===== src/rtl/load_store_unit.sv =====
// load_store_unit: sub-word load/store unit between EX/MEM and a word-wide
// data memory. Loads are extracted, extended and registered for MEM/WB.
// Word stores write in one cycle; byte/half stores read-modify-write over
// two cycles while stalling the pipeline.
// Optional feature macro: LSU_MISALIGN_TRAP_EN (trap misaligned half/word
// accesses instead of masking the low address bits).
//
// Handshake: a request is taken whenever req_valid=1 in IDLE and rst=0.
// If stall=1 the requester holds the same instruction for exactly one more
// cycle; that cycle's inputs are ignored (the RMW write completes it).
module load_store_unit #(
  parameter int ADR_WIDTH = 32,
  parameter int MEM_AW    = 6
) (
  input  logic                 clk,
  input  logic                 rst,
  input  logic                 req_valid,
  input  logic                 req_read,
  input  logic                 req_write,
  input  logic [1:0]           req_size,
  input  logic                 req_unsigned,
  input  logic [ADR_WIDTH-1:0] req_addr,
  input  logic [31:0]          req_wdata,
  output logic                 stall,
  output logic                 ld_valid,
  output logic [31:0]          ld_data,
  output logic                 misalign,
  output logic                 mem_re,
  output logic                 mem_we,
  output logic [MEM_AW-1:0]    mem_addr,
  output logic [31:0]          mem_wdata,
  input  logic [31:0]          mem_rdata,
  output logic                 dbg_state
);

  typedef enum logic {IDLE = 1'b0, RMW_WR = 1'b1} state_t;

  state_t            state, state_nxt;
  logic [31:0]       merged, merged_q;
  logic [MEM_AW-1:0] rmw_addr_q;
  logic [MEM_AW-1:0] req_waddr;
  logic [7:0]        lane_b;
  logic [15:0]       lane_h;
  logic [31:0]       ld_ext;
  logic              size_word, size_half;
  logic              is_rd, is_wr, mis;
  logic              idle_ok, load_fire, wstore_fire, sstore_fire;
  logic              unused_addr_bits;

  assign unused_addr_bits = ^req_addr[ADR_WIDTH-1:MEM_AW+2];

  assign size_word = req_size[1];
  assign size_half = (req_size == 2'b01);
  assign is_rd     = req_valid & req_read & ~req_write;
  assign is_wr     = req_valid & req_write;
  assign req_waddr = req_addr[MEM_AW+1:2];

`ifdef LSU_MISALIGN_TRAP_EN
  assign mis = (is_rd | is_wr) &
               ((size_half & req_addr[0]) | (size_word & (|req_addr[1:0])));
`else
  assign mis = 1'b0;
`endif

  assign idle_ok     = (state == IDLE) & ~rst & ~mis;
  assign load_fire   = idle_ok & is_rd;
  assign wstore_fire = idle_ok & is_wr & size_word;
  assign sstore_fire = idle_ok & is_wr & ~size_word;

  // Lane extraction and sign/zero extension of the memory word
  always_comb begin
    lane_b = mem_rdata[7:0];
    case (req_addr[1:0])
      2'd0: lane_b = mem_rdata[7:0];
      2'd1: lane_b = mem_rdata[15:8];
      2'd2: lane_b = mem_rdata[23:16];
      2'd3: lane_b = mem_rdata[31:24];
      default: lane_b = mem_rdata[7:0];
    endcase
    lane_h = req_addr[1] ? mem_rdata[31:16] : mem_rdata[15:0];
    if (size_word)
      ld_ext = mem_rdata;
    else if (size_half)
      ld_ext = {{16{~req_unsigned & lane_h[15]}}, lane_h};
    else
      ld_ext = {{24{~req_unsigned & lane_b[7]}}, lane_b};
  end

  // Merge store data into the word read during the first RMW cycle
  always_comb begin
    merged = mem_rdata;
    if (size_half) begin
      if (req_addr[1]) merged[31:16] = req_wdata[15:0];
      else             merged[15:0]  = req_wdata[15:0];
    end else begin
      case (req_addr[1:0])
        2'd0: merged[7:0]   = req_wdata[7:0];
        2'd1: merged[15:8]  = req_wdata[7:0];
        2'd2: merged[23:16] = req_wdata[7:0];
        2'd3: merged[31:24] = req_wdata[7:0];
        default: merged = mem_rdata;
      endcase
    end
  end

  // State register
  always_ff @(posedge clk) begin
    if (rst) state <= IDLE;
    else     state <= state_nxt;
  end

  // Next-state logic
  always_comb begin
    state_nxt = state;
    case (state)
      IDLE:    if (sstore_fire) state_nxt = RMW_WR;
      RMW_WR:  state_nxt = IDLE;
      default: state_nxt = IDLE;
    endcase
  end

  // Memory-side and stall outputs; rst forces all enables low
  always_comb begin
    stall     = 1'b0;
    mem_re    = 1'b0;
    mem_we    = 1'b0;
    mem_addr  = req_waddr;
    mem_wdata = req_wdata;
    if (state == RMW_WR) begin
      mem_we    = ~rst;
      mem_addr  = rmw_addr_q;
      mem_wdata = merged_q;
    end else begin
      mem_re = load_fire | sstore_fire;
      mem_we = wstore_fire;
      stall  = sstore_fire;
    end
  end

  assign dbg_state = state;

  // Latch merged word and address for the RMW write cycle
  always_ff @(posedge clk) begin
    if (rst) begin
      merged_q   <= '0;
      rmw_addr_q <= '0;
    end else if (sstore_fire) begin
      merged_q   <= merged;
      rmw_addr_q <= req_waddr;
    end
  end

  // Register load result and status pulses for MEM/WB
  always_ff @(posedge clk) begin
    if (rst) begin
      ld_valid <= 1'b0;
      ld_data  <= '0;
    end else begin
      ld_valid <= load_fire;
      if (load_fire) ld_data <= ld_ext;
    end
  end

`ifdef LSU_MISALIGN_TRAP_EN
  // One-cycle pulse for a trapped misaligned access
  always_ff @(posedge clk) begin
    if (rst) misalign <= 1'b0;
    else     misalign <= (state == IDLE) & mis;
  end
`else
  assign misalign = 1'b0;
`endif

endmodule


===== config.mk =====
export PLATFORM = sky130hd
export DESIGN_NAME = load_store_unit
export DESIGN_NICKNAME = d
export VERILOG_FILES = /design/src/rtl/load_store_unit.sv
export SDC_FILE = /design/constraint.sdc
export NUM_CORES = 1
export LEC_CHECK = 0
export CAP_MARGIN = 20
export CORE_MARGIN = 5
export CORE_UTILIZATION = 35
export CTS_CLUSTER_DIAMETER = 50
export CTS_CLUSTER_SIZE = 40
export DETAILED_ROUTE_END_ITERATION = 8
export DONT_BUFFER_PORTS = 1
export SKIP_CTS_REPAIR_TIMING = 1
export SYNTH_ARGS = -nofsm -noshare
export SYNTH_HDL_FRONTEND = slang
export SYNTH_SLANG_ARGS = --single-unit

===== constraint.sdc =====
create_clock -name clk -period 1.69 [get_ports clk]
set_input_delay 0.2535 -clock clk [delete_from_list [all_inputs] [get_ports clk]]
set_output_delay 0.2535 -clock clk [all_outputs]
set_load 0.005 [all_outputs]

==> impl_results.md <==
* Status: finished with violations
* Violated checks: negative hold slack
* Vias in the first global route at 3,366
* Number of library cell types mapped by synthesis at 43
* Via count at 3,508
* Hold slack at -0.0160 ns
* Sink Count at 72
* Core ar. at 0.0109 mm^2
* Mux share of post-synthesis cell area at around a fifth
* Clock latency on the worst-skew pair at around 0.34 ns
* Row cnt at 38
* Filler cells at 1,072
* Slew headroom at 60.1%
* Largest family of logic cells by synthesized area: compound AO/OA/AOI/OAI gates
* Die Y at approximately 120 um
* Commonest non-fill, non-tap cell in the layout: dfxtp_1
* Synth Warn # at 0
* Antenna Cells at 0
* Final period util at 99.4%
* RSZ-0062 raised after global routing: yes
* CTS H-tree depth at 3
* Slew Limit Fails at 0
* Clock tree buffer depth at 2
* Residual DRC at 0
* Die area at around 0.013 mm^2
* Die W at 116 um
* Critical-path top delay cell: or4_4
* Async SR Flop Fraction at 0%
* Family with the most delay on the worst path: simple AND/OR/NAND/NOR gates
* Clock Skew at 0.00395 ns
* Synthesized area at 0.00394 mm^2
* Vias per cell at around 6
* Clk pin slew, worst setup/hold paths at 0.06 ns
* Register area share after synthesis at approximately 37%
* Max Freq at 0.595 GHz
* Commonest non-fill, non-tap cells in the layout: dfxtp_1, a21oi_1, mux2_2
* Layout cells sized above 1 at 24.0%
* Final Util at 41.4%
* Crit path time final at 1.68 ns
* Critical path, cell by cell: or4_4, clkinv_4, buf_12
* Detailed Place HPWL at about 9.9 mm
* Final WS setup at 0.00938 ns
* Gr ovfl total at 0
* Largest net degree at the start of global routing at 40
* Least-Margin Pin Slew at 0.595 ns
* I/O Buffers at 0
* Pre-antenna DRT Iters at 5
* Final setup violation count at 0
* XOR/XNOR Fraction of Synth Area at 0%
* Antenna violations before repair at 0
* CP peak stage delay at 0.55 ns
* Final layout net count at 550
* Area Overhead vs Synth at 15.0%
* Post-synth EDFFs at 0
* TNS Setup at 0 ns
* Startpoint Class: register
* Synthesized-area fraction occupied by adder cells at 0%
* CP Data Required Time at between 1 and 1.5 ns
* Predominant post-synthesis flop cell: dfxtp_1
* Max-Cap Viols at 0
* Total Power at between 4 and 5 mW
* Avg Inst Size Synth at 8.76 um^2
* Synth Net Count at ~550
* Total track usage at 19.2%
* Synth Area in Compound Gates at 27.3%
* I/O pin count at 180
* GP Congestion at 0.872
* Detailed Route Iter0 Violations at 204
* Post-Route WL at 13.6 mm
* TritonCTS clock tree: built
* CP endpoint kind: output port
* Buf/Inv on CP at 2
* Peak VDD IR at 0.398 mV
* CP arrival at roughly 1.4 ns
* Crit path kind: register to output port
* Non-filler cells, final at 590
* Routed WL per cell at 23.1 um
* Starting Density at 36.0%
* CTS buffer count at 9
* Leakage power at 1.79 nW
* Post-synthesis simple-gate area fraction at 10.2%
* First-pass GRT wire length at a little under 20 mm
* Dpl ws at -0.0242 ns
* #FFs+latches synth at 72
* Hold Crit Class: primary input to register
* Post-detailed-route count of antenna-violating nets at 0
* Pwr/cell area at between 900 and 1000 mW/mm^2
* Critical path fanouts, max at 5
* Cells after synthesis at 450
* Post-Place Cells at about 570
* Total count of hold-check failures in the final report at 15
* Root Buffer: clkbuf_16
==> routing by layer <==
layer / share of wire [%] / global-route usage (%) / vias up
met5: 0 / 0 / -
met4: 2.7 / 8.51 / 0
met3: 9.5 / 6.94 / 29
met2: 48 / 31.2 / 171
met1: 39 / 22.9 / 1676
li1: - / - / 1632
==> stage by stage <==
| step | hold slack [ns] | cell area (um^2) |
|---|---|---|
| 2_1_floorplan | 0.389 | 3940 |
| 3_3_place_gp | 0.323 | 4090 |
| 3_5_place_dp | 0.325 | 4090 |
| 4_1_cts | -0.0295 | 4380 |
| 5_1_grt | -0.0327 | 4530 |
| 6_report | -0.0160 | 4530 |
==> worst paths after layout <==
kind / startpoint / end / slack (ns) / cells after the start
min reg2reg: rmw_addr_q[3]$_SDFFE_PP0N_ / rmw_addr_q[3]$_SDFFE_PP0N_ / 0.45 / 2
min: rst / merged_q[2]$_SDFFE_PP0N_ / -0.02 / 1
max: dbg_state$_SDFF_PP0_ / stall / 0.009 / 3
max reg2reg: dbg_state$_SDFF_PP0_ / merged_q[9]$_SDFFE_PP0N_ / 0.07 / 4
==> cells in the mapped netlist (7+ instances only) <==
| master | n | area share, % |
|---|---|---|
| buf_2 | 12 | 1.5 |
| inv_1 | 20 | 1.9 |
| nand2_1 | 33 | 3.1 |
| nor2_1 | 14 | 1.3 |
| a221oi_1 | 15 | 3.3 |
| mux2_2 | 42 | 12 |
| a21o_1 | 7 | 1.3 |
| dfxtp_1 | 72 | 37 |
| nand2b_1 | 11 | 1.7 |
| a21oi_1 | 54 | 6.9 |
| a31o_2 | 14 | 3.1 |
| nand3_1 | 7 | 0.89 |
| o21ai_0 | 38 | 4.8 |
| mux2i_1 | 26 | 6.6 |
| buf_1 | 8 | 0.76 |
| clkbuf_1 | 14 | 1.3 |
==> registers in the layout, summed over array words and instances, names as in the netlist <==
register / cells
ld_data: 32
ld_valid: 1
merged_q: 32
rmw_addr_q: 6
dbg_state: 1
==> power breakdown <==
group	switching [mW]	internal (mW)
sequential	0.0424	1.76
clock	0.697	1.17
combinational	0.239	0.226
total	0.978	3.15
==> final cells by class <==
cell class              instances  area (um^2)  share of cell area (%)
clock buffers                  11          243                    5.36
clock inverters                 4         45.0                   0.994
inverters                      23         91.3                    2.02
multi-input cells             315         2230                    49.3
flip-flops and latches         72         1440                    31.8
well taps                     140          175                    3.87
repair buffers                 25          302                    6.66
==> logic make-up (layout without fill, tap and decap cells) <==
group / after synthesis / after routing
compound gates: 165 / 165
mux: 68 / 68
buf+inv: 63 / 63
simple gates: 81 / 81
flops: 72 / 72
other cells: 1 / 1
No activity file was read; power rests on OpenSTA's default activity.
